File: config.mk
export PLATFORM = sky130hd
export DESIGN_NAME = insn_fetch_flat
export DESIGN_NICKNAME = d
export VERILOG_FILES = /design/src/rtl/insn_fetch_if.sv /design/src/rtl/insn_fetch.sv /design/src/flat_wrapper.sv
export SDC_FILE = /design/constraint.sdc
export NUM_CORES = 1
export LEC_CHECK = 0
export BUFFER_PORTS_ARGS = -buffer_cell sky130_fd_sc_hd__buf_4
export CELL_PAD_IN_SITES_DETAIL_PLACEMENT = 1
export CELL_PAD_IN_SITES_GLOBAL_PLACEMENT = 1
export CORE_ASPECT_RATIO = 1.25
export CORE_MARGIN = 2
export CORE_UTILIZATION = 40
export CTS_CLUSTER_DIAMETER = 100
export DETAILED_ROUTE_END_ITERATION = 16
export PLACE_DENSITY = 0.82
export SKIP_CTS_REPAIR_TIMING = 1
export SLEW_MARGIN = 20
export SYNTH_ARGS = -nofsm -noshare
export SYNTH_HDL_FRONTEND = slang
export SYNTH_SLANG_ARGS = --single-unit
File: constraint.sdc
create_clock -name clk_i -period 7.4 [get_ports clk_i]
set_clock_uncertainty 0.1 [all_clocks]
set_input_delay 0.37 -clock clk_i [delete_from_list [all_inputs] [get_ports clk_i]]
set_output_delay 0.37 -clock clk_i [all_outputs]
set_load 0.01 [all_outputs]
File: src/rtl/insn_fetch_if.sv
// Fetch-stage bundle: instruction memory read port, PC redirect request and the decode handshake.
// The master modport is the fetch stage. The slave modport is its environment (memory plus decode).
interface insn_fetch_if;
    logic        imem_en;
    logic [31:0] imem_addr;
    logic [31:0] imem_data;
    logic        redirect_valid;
    logic [31:0] redirect_pc;
    logic        out_valid;
    logic        out_ready;
    logic [31:0] out_pc;
    logic [31:0] out_insn;

    modport master (
        output imem_en,
        output imem_addr,
        input  imem_data,
        input  redirect_valid,
        input  redirect_pc,
        output out_valid,
        input  out_ready,
        output out_pc,
        output out_insn
    );

    modport slave (
        input  imem_en,
        input  imem_addr,
        output imem_data,
        output redirect_valid,
        output redirect_pc,
        input  out_valid,
        output out_ready,
        input  out_pc,
        input  out_insn
    );
endinterface

File: src/rtl/insn_fetch.sv
// Instruction fetch: owns the PC, reads a 1-cycle-latency ROM and buffers words for decode.
// Define FETCH_BYPASS_EN to let a returning word skip the empty FIFO (1-cycle fetch latency).
module insn_fetch #(
    parameter logic [31:0] RESET_PC   = 32'h0000_0000,
    parameter int unsigned FIFO_DEPTH = 2
) (
    input logic          clk_i,
    input logic          rst_i,
    insn_fetch_if.master bus_if
);
    localparam int unsigned PtrW = (FIFO_DEPTH > 1) ? $clog2(FIFO_DEPTH) : 1;
    localparam int unsigned CntW = PtrW + 1;

    logic [31:0]     pc_q, pc_d;
    logic [31:0]     inflight_pc_q, inflight_pc_d;
    logic            inflight_q, inflight_d;
    logic [CntW-1:0] count_q, count_d;
    logic [PtrW-1:0] rd_ptr_q, rd_ptr_d;
    logic [PtrW-1:0] wr_ptr_q, wr_ptr_d;
    logic [31:0]     pc_mem_q   [FIFO_DEPTH];
    logic [31:0]     insn_mem_q [FIFO_DEPTH];

    logic            fifo_empty;
    logic            byp_active;
    logic            pop;
    logic            pop_fifo;
    logic            byp_take;
    logic            push;
    logic            issue;
    logic [CntW-1:0] occ;

    assign fifo_empty = (count_q == '0);

`ifdef FETCH_BYPASS_EN
    assign byp_active = fifo_empty && inflight_q;
`else
    assign byp_active = 1'b0;
`endif

    assign bus_if.out_valid = !bus_if.redirect_valid && (!fifo_empty || byp_active);
    assign bus_if.out_pc    = !fifo_empty ? pc_mem_q[rd_ptr_q]
                            : (byp_active ? inflight_pc_q : 32'h0);
    assign bus_if.out_insn  = !fifo_empty ? insn_mem_q[rd_ptr_q]
                            : (byp_active ? bus_if.imem_data : 32'h0);

    assign pop      = bus_if.out_valid && bus_if.out_ready;
    assign byp_take = byp_active && pop;
    assign pop_fifo = pop && !fifo_empty;

    // Words already owed to the FIFO after this cycle's pop; issuing needs a free slot beyond them.
    assign occ   = count_q + CntW'(inflight_q) - CntW'(pop);
    assign issue = !rst_i && !bus_if.redirect_valid && (occ < CntW'(FIFO_DEPTH));

    assign bus_if.imem_en   = issue;
    assign bus_if.imem_addr = pc_q;

    assign push = inflight_q && !bus_if.redirect_valid && !byp_take;

    always_comb begin
        pc_d          = pc_q;
        inflight_pc_d = inflight_pc_q;
        inflight_d    = issue;
        count_d       = count_q;
        rd_ptr_d      = rd_ptr_q;
        wr_ptr_d      = wr_ptr_q;
        if (bus_if.redirect_valid) begin
            pc_d       = {bus_if.redirect_pc[31:2], 2'b00};
            inflight_d = 1'b0;
            count_d    = '0;
            rd_ptr_d   = '0;
            wr_ptr_d   = '0;
        end else begin
            if (issue) begin
                pc_d          = pc_q + 32'd4;
                inflight_pc_d = pc_q;
            end
            if (push) begin
                wr_ptr_d = wr_ptr_q + PtrW'(1);
            end
            if (pop_fifo) begin
                rd_ptr_d = rd_ptr_q + PtrW'(1);
            end
            count_d = count_q + CntW'(push) - CntW'(pop_fifo);
        end
    end

    always_ff @(posedge clk_i or posedge rst_i) begin
        if (rst_i) begin
            pc_q          <= RESET_PC;
            inflight_pc_q <= 32'h0;
            inflight_q    <= 1'b0;
            count_q       <= '0;
            rd_ptr_q      <= '0;
            wr_ptr_q      <= '0;
        end else begin
            pc_q          <= pc_d;
            inflight_pc_q <= inflight_pc_d;
            inflight_q    <= inflight_d;
            count_q       <= count_d;
            rd_ptr_q      <= rd_ptr_d;
            wr_ptr_q      <= wr_ptr_d;
        end
    end

    // Storage needs no reset: the output mux hides it while the FIFO is empty.
    always_ff @(posedge clk_i) begin
        if (push) begin
            pc_mem_q[wr_ptr_q]   <= inflight_pc_q;
            insn_mem_q[wr_ptr_q] <= bus_if.imem_data;
        end
    end
endmodule
File: src/flat_wrapper.sv
// flat-port wrapper written by rule: the top's interface ports become plain ports
module insn_fetch_flat 
#(
    parameter logic [31:0] RESET_PC   = 32'h0000_0000,
    parameter int unsigned FIFO_DEPTH = 2
)
  (clk_i, rst_i, bus_if_imem_en, bus_if_imem_addr, bus_if_imem_data, bus_if_redirect_valid, bus_if_redirect_pc, bus_if_out_valid, bus_if_out_ready, bus_if_out_pc, bus_if_out_insn);
  insn_fetch_if bus_if_i ();
  input logic clk_i;
  input logic rst_i;
  output wire logic [$bits(bus_if_i.imem_en)-1:0] bus_if_imem_en;
  output wire logic [$bits(bus_if_i.imem_addr)-1:0] bus_if_imem_addr;
  input wire logic [$bits(bus_if_i.imem_data)-1:0] bus_if_imem_data;
  input wire logic [$bits(bus_if_i.redirect_valid)-1:0] bus_if_redirect_valid;
  input wire logic [$bits(bus_if_i.redirect_pc)-1:0] bus_if_redirect_pc;
  output wire logic [$bits(bus_if_i.out_valid)-1:0] bus_if_out_valid;
  input wire logic [$bits(bus_if_i.out_ready)-1:0] bus_if_out_ready;
  output wire logic [$bits(bus_if_i.out_pc)-1:0] bus_if_out_pc;
  output wire logic [$bits(bus_if_i.out_insn)-1:0] bus_if_out_insn;
  assign bus_if_imem_en = bus_if_i.imem_en;
  assign bus_if_imem_addr = bus_if_i.imem_addr;
  assign bus_if_i.imem_data = bus_if_imem_data;
  assign bus_if_i.redirect_valid = bus_if_redirect_valid;
  assign bus_if_i.redirect_pc = bus_if_redirect_pc;
  assign bus_if_out_valid = bus_if_i.out_valid;
  assign bus_if_i.out_ready = bus_if_out_ready;
  assign bus_if_out_pc = bus_if_i.out_pc;
  assign bus_if_out_insn = bus_if_i.out_insn;
  insn_fetch #(.RESET_PC(RESET_PC), .FIFO_DEPTH(FIFO_DEPTH)) u_core (.clk_i(clk_i), .rst_i(rst_i), .bus_if(bus_if_i));
endmodule
* Yosys cells after proc, flatten, opt, wreduce, memory -nomap -nowiden
Memories as Yosys holds them, arrays and structs flattened.
Index checks and enable logic that the tools add are counted.
** Storage, ports and cells
- Register bits after elaboration :: 69
- Bits in writable memories :: 128
- Output and inout port bits :: 98
- Logic and storage cells :: 43
- Memories :: 2
** Operators by class
- Add/sub/neg operators :: 7
- $lt $le $gt $ge :: 1
- Muxes and demuxes :: 12
- Bitwise logic cells :: 1
- Reduce and logical (&&, ||, !) cells :: 14
** Memory list
- u_core.insn_mem_q :: words 2, bits a word 32, rd ports 1, clocked after Yosys merged registers in 0, write ports 1, RTL line insn_fetch.sv:21 : logic [31:0] insn_mem_q [FIFO_DEPTH];
- u_core.pc_mem_q :: words 2, bits a word 32, rd ports 1, clocked after Yosys merged registers in 0, write ports 1, RTL line insn_fetch.sv:20 : logic [31:0] pc_mem_q [FIFO_DEPTH];
** Operators with widths (number)
- $mux 32 :: 4
- $add 32x3->32 const B :: 1
- $mux 1 :: 7
- $logic_and 1x1->1 :: 6
- $reduce_bool 2->1 :: 3
- $add 2x1->2 :: 2
- $sub 2x1->2 :: 2
- $logic_not 1->1 :: 3
- $add 1x1->1 const B :: 2
- $logic_not 2->1 :: 1
- $lt 2x2->1 const B :: 1
- $mux 2 :: 1
- $reduce_and 2->1 :: 1
- $not 1->1 :: 1

* Logic depth before layout (Yosys ltp)
- Depth in word-level cells :: 9
- Depth in mapped cells :: 13

* Least setup slack after synthesis
OpenSTA, ideal clock, no wires.
- Kind :: input to register
- Start :: in bus_if_redirect_valid
- End :: mem u_core.insn_mem_q[0][0], enable pin
- Library setup time :: 0.559 ns
- Arrival time :: 5.260 ns
- Data required time :: 6.741 ns
- Slack :: 1.481 ns
- Stages :: 4
- Path buffers :: 3
- Path through :: clkbuf_1 clkbuf_1 clkbuf_1 nor3_1
** On the way
- Cells in the longest elaborated chain, start to end :: 4
** RTL lines
- start, declared :: RTL line flat_wrapper.sv:14 : input wire logic [$bits(bus_if_i.redirect_valid)-1:0] bus_if_redirect_valid;
- $logic_not 1->1 :: RTL line insn_fetch.sv:57 : assign push = inflight_q && !bus_if.redirect_valid && !byp_take;
- $logic_and 1x1->1 :: RTL line insn_fetch.sv:57
- $mux 1 :: RTL line insn_fetch.sv:107 : if (push) begin
- $mux 1 (implied by the code) :: RTL line insn_fetch.sv:109 : insn_mem_q[wr_ptr_q] <= bus_if.imem_data;
- end, declared :: RTL line insn_fetch.sv:21
No other way between the ends.

* Final worst setup path
- Start :: reg u_core.count_q[1]
- End :: out bus_if_imem_en
** On the way
- Cells in the longest elaborated chain, start to end :: 7
- Elaborated cells on any way between the ends :: 8
** RTL lines
- start, declared :: RTL line insn_fetch.sv:17 : logic [CntW-1:0] count_q, count_d;
- start signal, assigned :: RTL line insn_fetch.sv:99 : count_q <= count_d;
- $logic_not 2->1 :: RTL line insn_fetch.sv:32 : assign fifo_empty = (count_q == '0);
- $logic_not 1->1 :: RTL line insn_fetch.sv:40 : assign bus_if.out_valid = !bus_if.redirect_valid && (!fifo_empty || byp_active);
- $logic_and 1x1->1 :: RTL line insn_fetch.sv:40
- $logic_and 1x1->1 :: RTL line insn_fetch.sv:46 : assign pop = bus_if.out_valid && bus_if.out_ready;
- $sub 2x1->2 (*) :: RTL line insn_fetch.sv:51 : assign occ = count_q + CntW'(inflight_q) - CntW'(pop);
- $lt 2x2->1 (*) :: RTL line insn_fetch.sv:52 : assign issue = !rst_i && !bus_if.redirect_valid && (occ < CntW'(FIFO_DEPTH));
- $logic_and 1x1->1 (*) :: RTL line insn_fetch.sv:52
- end, declared :: RTL line flat_wrapper.sv:11 : output wire logic [$bits(bus_if_i.imem_en)-1:0] bus_if_imem_en;
Every way passes the cells marked *; elsewhere a longest branch is shown, timed or not.

==> metrics.yaml <==
status: "finished clean"
worst_path_max_delay_cell: "buf_4"
regToRegSetupSlack_ps: 3330
ys_types: 46
tritoncts: "yes"
post-place-cells: 1039
timing.final.max_slew_violations: 0
crit-reg2reg-launch: "u_core.count_q[1]"
clockBufferDepth: 2
post_drt_wl_per_cell_um: 18.0
combinational_family_with_the_most_area_after_synthesis: "simple AND/OR/NAND/NOR gates"
synth.mux.area_fraction_pct: 8.65
global_route.overflow_total: 0
crit_path_required_time_ps: 6930
antenna_left: 0
crit_arrival_ps: 3810
initial_utilization_pct: 40.9
rr_endpoint: "u_core.inflight_pc_q[3]"
synth_edf_count: 124
antenna_found_initial: 0
io-pin-count: 166
detailroute.via_count: 5472
wire_length_of_the_first_global_routing_pass_mm: 30.3
synthSimpleGateAreaFrac_pct: 15.5
core_region_area_sq_um: 19500
die_height_um: 162
route.detailed.vias_per_inst: 5.10
synth.largest_area_cell: "edfxtp_1"
clock_tree.htree_level_count: 4
count_of_buffers_from_port_buffering: 159
routed_wl_mm: 19.3
grt_max_degree: 68
number_of_iterations_in_the_first_detailed_routing_pass: 4
netlist_top_cells_area: "edfxtp_1 47%, dfrtp_1 20%, mux2i_1 8.7%"
critical-path-top-cell-by-count: "buf_4"
drc: 0
syn_inst: 640
share_of_the_synthesized_area_in_the_top_cell_type_pct: 46.6
first_global_vias: 5692
timing_worst_setup_path_type: "reg -> out"
synth-compound-area-share_pct: 2.87
timing.hold.worst.start: "bus_if_imem_data[26]"
die-width_um: 130
core.rowCount: 57
part_of_the_cycle_the_worst_path_needs_pct: 57.9
unrepaired_setup_endpoints_after_global_routing: "false"
timing.max_cap.violations: 0
worst-r2r-cell-count: 12
static-leakage-power_nw: 4.01
cts_num_sinks: 189
setup_viol: 0
timing.critical_path.from_type: "flop"
finalNetCount: 867
synth_xor_area_share_pct: 3.04
final_cell_count_no_fill: 1073
area_enclosed_by_the_die_boundary_sq_um: 21100
detailedPlacementHpwl_mm: 12.5
crit_path_cell_trace: "nor2_4, buf_4, nor2_1, and2_1, ha_1, nor2b_1, xnor2_2, nand3_1, buf_4, inv_1, buf_4"
cts_root_buffer_type: "clkbuf_16"
ys_seq_elements: 189
vdd.ir_drop.worst_mv: 0.166
power.density_cell_area_nw_per_um2: 268
worstSkewPairLatency_ps: 430
post_synth_adder_cell_area_pct: 0.627
number_of_antenna_repair_diodes: 0
period_minus_slack_ps: 4280
async_flop_share_pct: 34.4
grtUsageTotal_pct: 19.0
crit_path_end_kind: "output pin"
hold_viol_final: 0
max_freq_mhz: 233
synthFlopType: "edfxtp_1"
hold_path_class: "in -> reg"
area_growth_pct: 26.4
critical-path-max-stage-delay_ps: 550
routabilityCongestion: 0.778
worstHoldEndpoint: "u_core.insn_mem_q[0][26]"
final.setup.tns_ps: 0
critPathMaxFanout: 63
worst_slew_margin_rel_pct: 41.8
clkSlewWorstSetupHoldPaths_ps: 70
synth_seq_area_share_pct: 67.0
cts_buffers: 17
synth_area_sq_um: 7980
drt_first_iter_violations: 275
drive_above_1_share_pct: 26.2
ys.warnings.count: 0
worst_slew_pin_slew_ps: 873
hold_depth: 1
post_synth.cell_area_avg_sq_um: 12.5
## critical path: cells and delay by family, from the launching register on
family / cells / cell delay [ps]
AND/OR/NAND/NOR: 5 / 1240
XOR/XNOR: 1 / 250
adder cells (fa/ha/maj): 1 / 260
buffers and inverters: 4 / 1150
flip-flops: 1 / 470
## area by class of cell
| class | count | area (sq um) |
|---|---|---|
| inverters | 9 | 33.8 |
| multi-input cells | 411 | 2480 |
| repair buffers | 167 | 1280 |
| flip-flops and latches | 189 | 5350 |
| clock inverters | 10 | 126 |
| fillers | 2090 | 9450 |
| well taps | 265 | 332 |
| clock buffers | 22 | 485 |
## registers in the layout (all words and copies together) (netlist names)
register	flops
u_core.bus_if.imem_addr	30
u_core.count_q	2
u_core.inflight_pc_q	30
u_core.inflight_q	1
u_core.insn_mem_q	64
u_core.pc_mem_q	60
u_core.rd_ptr_q	1
u_core.wr_ptr_q	1
## metrics by stage
stage / instance area (sq um) / setup WS, ps / power (mW) / utilization [%] / hold slack (ps)
CTS: 10100 / 2960 / 2.73 / 51.4 / -1.06
global route: 10100 / 2760 / 2.82 / 51.6 / 2.84
finish: 10100 / 3120 / 2.70 / 51.6 / 20.1
global placement: 9430 / 3440 / 1.77 / 48.3 / 349
floorplan: 7990 / 1480 / 1.57 / - / 342
detailed placement: 9440 / 3250 / 1.79 / 48.3 / 357
## layer usage
layer | global-route usage, % | wire length [um]
met1 | 22.7 | 7660
met2 | 33.5 | 10300
met3 | 3.66 | 912
met4 | 7.69 | 429
met5 | 0 | 0
## cells in the mapped netlist (all sizes together) (8+ instances only)
cell and number:
xor2 10, nor2 75, dfrtp 65, clkbuf 21, buf 13, nor3 8, o21ai 23, nand2 122
edfxtp 124, inv 8, nor4 8, nand4 11, nor2b 8, nand3 16, xnor2 16, mux2i 69
## power by group
| group | internal (mW) | switching [mW] | total [mW] |
|---|---|---|---|
| Sequential | 1.24 | 0.0890 | 1.33 |
| Combinational | 0.197 | 0.239 | 0.436 |
| Clock | 0.542 | 0.397 | 0.940 |
| Total | 1.98 | 0.725 | 2.70 |
## logic make-up after synthesis
kind of cell | after synthesis
compound gates | 37
fa+ha+maj | 4
mux | 69
buf+inv | 43
other cells | 1
simple gates | 271
flops | 189
xor+xnor | 26
## layout by cell type (no fill, tap or decap), types with 3 or more instances in the layout
cell	count
nor4_1	6
nand4_1	9
nor2b_1	8
o21ai_1	10
o21ai_0	13
clkbuf_16	18
conb_1	4
xor2_1	8
and4_1	4
nand2_1	122
nor4b_1	3
nand3_1	16
a22oi_1	4
and2_1	4
xnor2_1	15
mux2i_1	69
buf_4	165
inv_1	6
edfxtp_1	124
nor2_1	74
clkinv_4	3
nor3_1	7
or3_1	3
a31oi_1	3
or4_1	3
ha_1	4
dfrtp_1	64
## how the worst max path moves through the flow
stage / end / slack, ps / from / depth (start not counted)
after floorplan: u_core.insn_mem_q[0][0] / 1480 / bus_if_redirect_valid / 4
after global placement: u_core.inflight_pc_q[21] / 3440 / u_core.count_q[1] / 12
after detailed placement: u_core.inflight_pc_q[15] / 3250 / u_core.count_q[1] / 12
after CTS: bus_if_imem_en / 2960 / u_core.count_q[1] / 11
after global routing: bus_if_imem_en / 2760 / u_core.count_q[1] / 11
final: bus_if_imem_en / 3120 / u_core.count_q[1] / 11
(Power assumes the default switching activity.)
